## src/rtl/apb_pkg.sv

```systemverilog
// rtl/apb_pkg.sv - shared state encoding and default widths for the APB requester
package apb_pkg;

  typedef enum logic [1:0] {
    IDLE   = 2'd0,
    SETUP  = 2'd1,
    ACCESS = 2'd2
  } apb_master_state_t;

  localparam int APB_ADDR_WIDTH = 32;
  localparam int APB_DATA_WIDTH = 8;

endpackage

```

## src/rtl/apb_wait_timer.sv

```systemverilog
// rtl/apb_wait_timer.sv - saturating ACCESS wait-state counter with abort flag
module apb_wait_timer #(
  parameter int TIMEOUT_CYCLES = 16
) (
  input  logic clk,
  input  logic rst_n,
  input  logic clear_i,
  input  logic count_en_i,
  output logic expired_o
);

  localparam int CW = (TIMEOUT_CYCLES > 0) ? $clog2(TIMEOUT_CYCLES + 1) : 1;
  localparam logic [CW-1:0] LAST = (TIMEOUT_CYCLES > 0) ? CW'(TIMEOUT_CYCLES - 1) : '0;
  localparam logic [CW-1:0] SAT  = CW'(TIMEOUT_CYCLES);

  logic [CW-1:0] count_q;
  logic [CW-1:0] count_d;

  always_comb begin
    count_d = count_q;
    if (clear_i) begin
      count_d = '0;
    end else if (count_en_i && (count_q != SAT)) begin
      count_d = count_q + CW'(1);
    end
  end

  always_ff @(posedge clk) begin
    if (!rst_n) begin
      count_q <= '0;
    end else begin
      count_q <= count_d;
    end
  end

  // Fires on the waiting cycle that would bring the count up to the limit.
  assign expired_o = (TIMEOUT_CYCLES > 0) && count_en_i && (count_q == LAST);

endmodule

```

## src/rtl/apb_master.sv

```systemverilog
// rtl/apb_master.sv - APB requester with single-command front end and wait-state watchdog
module apb_master
  import apb_pkg::*;
#(
  parameter int ADDR_WIDTH     = APB_ADDR_WIDTH,
  parameter int DATA_WIDTH     = APB_DATA_WIDTH,
  parameter int TIMEOUT_CYCLES = 16
) (
  input  logic                  PCLK,
  input  logic                  PPRESETn,
  input  logic                  cmd_valid_i,
  output logic                  cmd_ready_o,
  input  logic                  cmd_write_i,
  input  logic [ADDR_WIDTH-1:0] cmd_addr_i,
  input  logic [DATA_WIDTH-1:0] cmd_wdata_i,
  output logic                  rsp_valid_o,
  output logic [DATA_WIDTH-1:0] rsp_rdata_o,
  output logic                  rsp_err_o,
  output logic                  rsp_timeout_o,
  output logic                  PSEL_o,
  output logic                  PENABLE_o,
  output logic                  PWRITE_o,
  output logic [ADDR_WIDTH-1:0] PADDR_o,
  output logic [DATA_WIDTH-1:0] PWDATA_o,
  input  logic                  PREADY_i,
  input  logic [DATA_WIDTH-1:0] PRDATA_i,
  input  logic                  PSLVERR_i
);

  apb_master_state_t state_q, state_d;
  logic                  psel_q, psel_d;
  logic                  penable_q, penable_d;
  logic                  pwrite_q, pwrite_d;
  logic [ADDR_WIDTH-1:0] paddr_q, paddr_d;
  logic [DATA_WIDTH-1:0] pwdata_q, pwdata_d;
  logic                  rsp_valid_q, rsp_valid_d;
  logic [DATA_WIDTH-1:0] rsp_rdata_q, rsp_rdata_d;
  logic                  rsp_err_q, rsp_err_d;
  logic                  rsp_timeout_q, rsp_timeout_d;
  logic                  expired;

  apb_wait_timer #(
    .TIMEOUT_CYCLES(TIMEOUT_CYCLES)
  ) u_wait_timer (
    .clk       (PCLK),
    .rst_n     (PPRESETn),
    .clear_i   (state_q == SETUP),
    .count_en_i((state_q == ACCESS) && !PREADY_i),
    .expired_o (expired)
  );

  always_comb begin
    state_d       = state_q;
    psel_d        = psel_q;
    penable_d     = penable_q;
    pwrite_d      = pwrite_q;
    paddr_d       = paddr_q;
    pwdata_d      = pwdata_q;
    rsp_valid_d   = 1'b0;
    rsp_rdata_d   = rsp_rdata_q;
    rsp_err_d     = rsp_err_q;
    rsp_timeout_d = rsp_timeout_q;
    case (state_q)
      IDLE: begin
        if (cmd_valid_i) begin
          state_d   = SETUP;
          psel_d    = 1'b1;
          penable_d = 1'b0;
          pwrite_d  = cmd_write_i;
          paddr_d   = cmd_addr_i;
          pwdata_d  = cmd_wdata_i;
        end
      end
      SETUP: begin
        state_d   = ACCESS;
        penable_d = 1'b1;
      end
      ACCESS: begin
        // A ready slave wins over a watchdog expiry on the same edge.
        if (PREADY_i) begin
          state_d       = IDLE;
          psel_d        = 1'b0;
          penable_d     = 1'b0;
          rsp_valid_d   = 1'b1;
          rsp_err_d     = PSLVERR_i;
          rsp_timeout_d = 1'b0;
          rsp_rdata_d   = pwrite_q ? '0 : PRDATA_i;
        end else if (expired) begin
          state_d       = IDLE;
          psel_d        = 1'b0;
          penable_d     = 1'b0;
          rsp_valid_d   = 1'b1;
          rsp_err_d     = 1'b1;
          rsp_timeout_d = 1'b1;
          rsp_rdata_d   = '0;
        end
      end
      default: begin
        state_d   = IDLE;
        psel_d    = 1'b0;
        penable_d = 1'b0;
      end
    endcase
  end

  always_ff @(posedge PCLK) begin
    if (!PPRESETn) begin
      state_q       <= IDLE;
      psel_q        <= 1'b0;
      penable_q     <= 1'b0;
      pwrite_q      <= 1'b0;
      paddr_q       <= '0;
      pwdata_q      <= '0;
      rsp_valid_q   <= 1'b0;
      rsp_rdata_q   <= '0;
      rsp_err_q     <= 1'b0;
      rsp_timeout_q <= 1'b0;
    end else begin
      state_q       <= state_d;
      psel_q        <= psel_d;
      penable_q     <= penable_d;
      pwrite_q      <= pwrite_d;
      paddr_q       <= paddr_d;
      pwdata_q      <= pwdata_d;
      rsp_valid_q   <= rsp_valid_d;
      rsp_rdata_q   <= rsp_rdata_d;
      rsp_err_q     <= rsp_err_d;
      rsp_timeout_q <= rsp_timeout_d;
    end
  end

  assign cmd_ready_o   = (state_q == IDLE);
  assign PSEL_o        = psel_q;
  assign PENABLE_o     = penable_q;
  assign PWRITE_o      = pwrite_q;
  assign PADDR_o       = paddr_q;
  assign PWDATA_o      = pwdata_q;
  assign rsp_valid_o   = rsp_valid_q;
  assign rsp_rdata_o   = rsp_rdata_q;
  assign rsp_err_o     = rsp_err_q;
  assign rsp_timeout_o = rsp_timeout_q;

endmodule

```

## config.mk

```make
export PLATFORM = sky130hd
export DESIGN_NAME = apb_master
export DESIGN_NICKNAME = d
export VERILOG_FILES = /design/src/rtl/apb_pkg.sv /design/src/rtl/apb_wait_timer.sv /design/src/rtl/apb_master.sv
export SDC_FILE = /design/constraint.sdc
export NUM_CORES = 1
export LEC_CHECK = 0
export CORE_MARGIN = 2
export CORE_UTILIZATION = 37
export DETAILED_ROUTE_END_ITERATION = 6
export GPL_ROUTABILITY_DRIVEN = 0
export HOLD_SLACK_MARGIN = 0.06
export PLACE_DENSITY_LB_ADDON = 0.05
export SLEW_MARGIN = 20
export SYNTH_ARGS = -nofsm -noshare
export SYNTH_HDL_FRONTEND = slang
export SYNTH_SLANG_ARGS = --single-unit
```

## constraint.sdc

```tcl
create_clock -name PCLK -period 1.41 [get_ports PCLK]
set_input_delay 0.2115 -clock PCLK [delete_from_list [all_inputs] [get_ports PCLK]]
set_output_delay 0.2115 -clock PCLK [all_outputs]
set_load 0.05 [all_outputs]
```

---- Word level (Yosys, flattened, before mapping) ----
Index checks and enable logic that the tools add are counted.
word-level totals
  register bits after elaboration ......... 61
  input port bits ......................... 54
  output and inout bits ................... 55
  logic and storage cells ................. 50
cells by class
  add/sub/neg operators ................... 1
  equality and inequality tests ........... 6
  muxes and demuxes ....................... 18
  bitwise logic cells ..................... 2
  reductions and logical operators ........ 12
operators by type and width
  operator             number
  $mux 8               3
  $mux 1               9
  $reduce_and 2->1     4
  $mux 2               3
  $pmux 1 s3           2
  $pmux 2 s3           1
  $add 5x1->5 const B  1
  $eq 5x4->1 const B   1
  $ne 5x5->1 const B   1
  $logic_and 1x1->1    3
  $ne 3x3->1 const B   1
  $reduce_and 3->1     1
  $eq 2x1->1 const B   1
  $eq 2x2->1 const B   1
  $logic_not 2->1      1
  $ne 2x2->1 const B   1
  $not 1->1            2
  $reduce_bool 2->1    1
  $reduce_or 2->1      1
  $logic_not 1->1      1

---- Depth between registers and ports, before layout ----
  word-level depth ........................ 6
  gate-level depth with buffers ........... 6
  depth with buffers taken out ............ 6

---- Cells and area by module ----
From an unflattened synthesis, not the netlist that was laid out.
second synthesis, totals
  cells, all modules ...................... 263
  area total of the unflattened synthesis .. 2293.4 um^2
modules (own cells, without submodules)
  module          times used  cells each  area an instance (um^2)  seq. area each (um^2)
  apb_master      1           230         1986.9                   1101.1
  apb_wait_timer  1           33          306.5                    100.1

---- Least setup slack after synthesis ----
OpenSTA, ideal clock, no wires.
  kind .................................... register to output
  from .................................... reg state_q[1]
  to ...................................... out cmd_ready_o
  arrival ................................. 1347 ps
  data required time ...................... 1199 ps
  path slack .............................. -148 ps
  stages on the path, launching flop included .. 3
  path buffers ............................ 1
  path through ............................ dfxtp_1 buf_6 nor2_1
on the way
  word-level cells in the longest chain between the ends .. 1
ends and longest elaborated chain
  item                    line               text
  from (decl)             apb_master.sv:30   apb_master_state_t state_q, state_d;
  from (signal assigned)  apb_master.sv:119  state_q <= state_d;
  $logic_not 2->1         apb_master.sv:132  assign cmd_ready_o = (state_q == IDLE);
  to (decl)               apb_master.sv:12   output logic cmd_ready_o,
No other way between the ends.

---- Worst setup path in the final report ----
  from .................................... reg u_wait_timer.count_q[0]
  to ...................................... reg rsp_err_q (netlist: rsp_err_o)
on the way
  word-level cells in the longest chain between the ends .. 4
ends and longest elaborated chain
  item                         line                  text
  from (decl)                  apb_wait_timer.sv:16  logic [CW-1:0] count_q;
  from (signal assigned)       apb_wait_timer.sv:32  count_q <= count_d;
  $eq 5x4->1                   apb_wait_timer.sv:37  assign expired_o = (TIMEOUT_CYCLES > 0) && count_en_i && (count_q == LAST);
  $logic_and 1x1->1            apb_wait_timer.sv:37
  $reduce_bool 2->1 (no line)  -
  $reduce_and 2->1 (no line)   -
  to (signal assigned)         apb_master.sv:127     rsp_err_q <= rsp_err_d;
  to (decl)                    apb_master.sv:38      logic rsp_err_q, rsp_err_d;
No other way between the ends.
A chain may end at the register's enable or synchronous reset.

==> results.env <==
CTS_POST_SETUP_BUFFERS_INSERTED=0
CRITPATHTOPFAMILY='flip-flops'
REMAINING_DRC_ERRORS=0
SLEW-LIMIT-HEADROOM=0.769
IO-PIN-COUNT=109
CRIT-REG2REG-CAPTURE='rsp_err_o'
FIN_WORST_SKEW_NS=0.0112
DRTPASS1ITERATIONS=4
WL_PER_CELL_UM=13.5
DIEAREA_MM2=0.00701
PATH_CLK_SLEW_NS=0.07
CRITICAL-PATH-MAX-STAGE-DELAY_NS=0.36
CELL_AREA_SYNTH_MM2=0.00235
GRT_ANTENNA_BEFORE_REPAIR=0
VIOLATIONS='negative setup slack'
FIN_WORST_HOLD_SLACK_NS=0.416
DPL.HPWL_MM=4.47
CRITICAL_PATH_CLASS='reg -> reg'
CHIPWIDTH_UM=83.7
SYNTH-EDFF-COUNT=0
SYN-MEAN-INSTANCE-AREA_UM2=9.11
CRIT_PATH_END='rsp_err_o'
DETAIL_ROUTE.WIRELENGTH_MM=6.13
SYNTH_SEQUENTIAL_AREA_RATIO=0.511
WORST_HOLD_STARTPOINT='cmd_addr_i[27]'
PROPORTION_OF_LAYOUT_CELLS_WITH_A_DRIVE_SUFFIX_ABOVE_1=0.283
MULTIINPUTGATEAREA_MM2=0.00110
POWER_DENSITY_mW_PER_MM2=982
COUNT_LEADER_SYNTH='nand2_1'
VIAS=2157
CRIT_PATH_TOP_DELAY_CELL='dfxtp_4'
FP-ROW-COUNT=29
TIMING.REG2REG.WORST_PATH_DEPTH=7
CRIT_BUF_INV=1
SYNTH_CELLS=258
WORST_SKEW_PAIR.LATE_LATENCY_NS=0.34
IO_BUFFER_COUNT=108
VDD.IR_DROP.WORST_V=0.000590
ENDPOINT_KIND='register'
FIN_WS_NS=-0.0469
STATUS='finished, violations left'
CP_NUM_CELLS=7
RSZ_0062_RAISED_AFTER_GLOBAL_ROUTING='true'
FINISH.NET_COUNT=432
WORST_R2R_STARTPOINT='u_wait_timer.count_q[0]'
PATH_CELLS='ha_4, and3_4, ha_4, nor2_4, buf_6, nor2_2, o221a_2'
GRT_REMAINING_OVERFLOW=0
INITIAL_UTILIZATION=0.377
GRT_FIRST_PASS_WIRELENGTH_MM=9.89
SETUP.REG_TO_REG.WORST_SLACK_NS=-0.05
NUMPLACEDINSTANCES=441
REPORT.FINAL.SETUP_VIOL=10
LAYOUT_MIN_CYCLE_TIME_NS=1.46
CORE_REGION_AREA_MM2=0.00624
SYNTHTOLAYOUTAREAGROWTH_PCT=85.8
GRT_MAX_DEGREE=29
WORSTSETUPSTARTPOINT='u_wait_timer.count_q[0]'
FINALHOLDVIOLATIONS=0
CELL_TYPE_WITH_THE_HIGHEST_OCCURRENCE_COUNT_ON_THE_CRITICAL_PATH='ha_4'
ANTENNA_CELLS_INSERTED=0
YS_FF_LATCH=60
GRTUSAGETOTAL=0.178
REQUIRED_WORST_ENDPOINT_NS=1.63
NUMBER_OF_NETS_STILL_FAILING_ANTENNA_CHECKS_AFTER_ROUTING=0
CTS-ROOT-BUF='clkbuf_8'
HP-CLASS='in -> reg'
FINALCRITPERIODSHARE=1.03
WORST_PIN_SLEW_NS=0.346
DIE_H_UM=83.7
SYNTH.DISTINCT_CELLS=34
SYNTH.CELLS.MOST_FREQUENT='nand2_1, dfxtp_1, a21boi_1, a22o_1, clkbuf_1'
SYNTH_TOP_FLOP_CELL='dfxtp_1'
SYNTH_AREA_LEADER_CELL='dfxtp_1'
CRIT_PATH_MAX_FANOUT=4
SYNTH.TOP_CELLS.BY_AREA='dfxtp_1, nand2_1, a21boi_1'
VIAS_IN_THE_FIRST_GLOBAL_ROUTE=2084
FIRST_ITERATION_DETAILED_ROUTING_DRC_COUNT=80
CRIT_PATH_START_KIND='register'
TOTAL_LEAKAGE_POWER_nW=1.72
YOSYSTOPAREACELLSHARE=0.511
CLOCK.FMAX_MHz=686
CLOCK_SINK_COUNT=60
WORST_EP_ARRIVAL_TIME_NS=1.68
YS_ASYNC_SR_FRACTION=0
SYN-NUM-NETS=315
SYNTH.YOSYS.WARNINGS=0
N_FILL_CELL=475
CTS_TREE='built'
CAP_VIOLATIONS=0
CTS_MADE_BUFFERS=9
CTSLONGESTPATHBUFFERS=2
POST_DRT_VIA_CELL_RATIO=4.74
POST_LAYOUT_NONFILLER_INSTANCES=455
FINAL_MAX_SLEW_VIOL_COUNT=0
SEQ_AREA_MM2=0.00121
HTREE_NUM_LEVELS=3
timing repair:
item,4_1_cts,5_1_grt
endpoints found under the setup margin,14,42
endpoints found under the hold margin,0,0
pin swaps,9,2
resized for setup,7,6
hold buffers,0,0
routing by layer:
metal  routed length [µm]  GRT usage
met2                 3110      0.298
met3                  249     0.0415
met5                    0          0
met4                   80     0.0880
met1                 2700      0.215
state kept, by name, summed over array words and instances, names as in the netlist:
name	flops
PWDATA_o	8
PADDR_o	32
PSEL_o	1
rsp_timeout_o	1
u_wait_timer.count_q	5
rsp_err_o	1
rsp_rdata_o	8
rsp_valid_o	1
PWRITE_o	1
state_q	2
cell type report:
| type | instances | area share |
|---|---|---|
| clock buffers | 11 | 0.0324 |
| clock inverters | 3 | 0.00344 |
| inverters | 3 | 0.00258 |
| multi-input cells | 176 | 0.253 |
| flip-flops and latches | 60 | 0.278 |
| well taps | 77 | 0.0221 |
| repair buffers | 125 | 0.409 |
metrics by stage:
stage / area (µm²) / total power, mW / util / worst slack [ns] / setup TNS [ns]
2_1_floorplan: 2390 / 2.43 / - / -0.0322 / -0.236
6_report: 4370 / 4.29 / 0.700 / -0.0469 / -0.192
4_1_cts: 4350 / 4.34 / 0.697 / -0.0502 / -0.286
3_3_place_gp: 4160 / 3.04 / 0.666 / -0.150 / -6.35
3_5_place_dp: 4160 / 3.06 / 0.666 / -0.194 / -7.36
5_1_grt: 4370 / 4.48 / 0.700 / -0.0840 / -0.734
worst register-to-register path, cell delays in order, from the launching register on:
cell	delay (ns)
dfxtp_4	0.36
ha_4	0.15
and3_4	0.18
ha_4	0.16
nor2_4	0.09
buf_6	0.11
nor2_2	0.03
o221a_2	0.26
worst min-delay path by stage:
| stage | to | slack, ns | cells after the start |
|---|---|---|---|
| after floorplan | rsp_rdata_o[1] | 0.34 | 1 |
| after global placement | PWDATA_o[2] | 0.48 | 2 |
| after detailed placement | PADDR_o[31] | 0.48 | 2 |
| after CTS | PADDR_o[4] | 0.41 | 3 |
| after global routing | PADDR_o[11] | 0.42 | 3 |
| final | PADDR_o[27] | 0.42 | 3 |
cell usage in the layout (no fill, tap or decap), types with 5 or more instances in the layout:
cell and count:
nand3_1 5, dfxtp_1 56, clkdlybuf4s50_1 53, a22o_1 8, a21boi_1 40, buf_12 57
nand2_1 86, clkbuf_8 10, buf_4 14
power breakdown:
| part | switching (mW) | internal [mW] | leakage (nW) |
|---|---|---|---|
| Sequential | 0.103 | 1.78 | 0.493 |
| Clock | 0.620 | 0.656 | 0.0848 |
| Combinational | 0.539 | 0.588 | 1.14 |
| Total | 1.26 | 3.03 | 1.72 |
logic make-up (layout without fill, tap and decap cells):
| group | after synthesis | after routing | synth area share |
|---|---|---|---|
| AO/OA/AOI/OAI | 61 | 61 | 0.199 |
| adder cells (fa/ha/maj) | 3 | 3 | 0.0160 |
| buffers and inverters | 22 | 142 | 0.0575 |
| flip-flops | 60 | 60 | 0.511 |
| multiplexers | 2 | 2 | 0.00852 |
| AND/OR/NAND/NOR | 110 | 110 | 0.208 |
(Power assumes the default switching activity.)
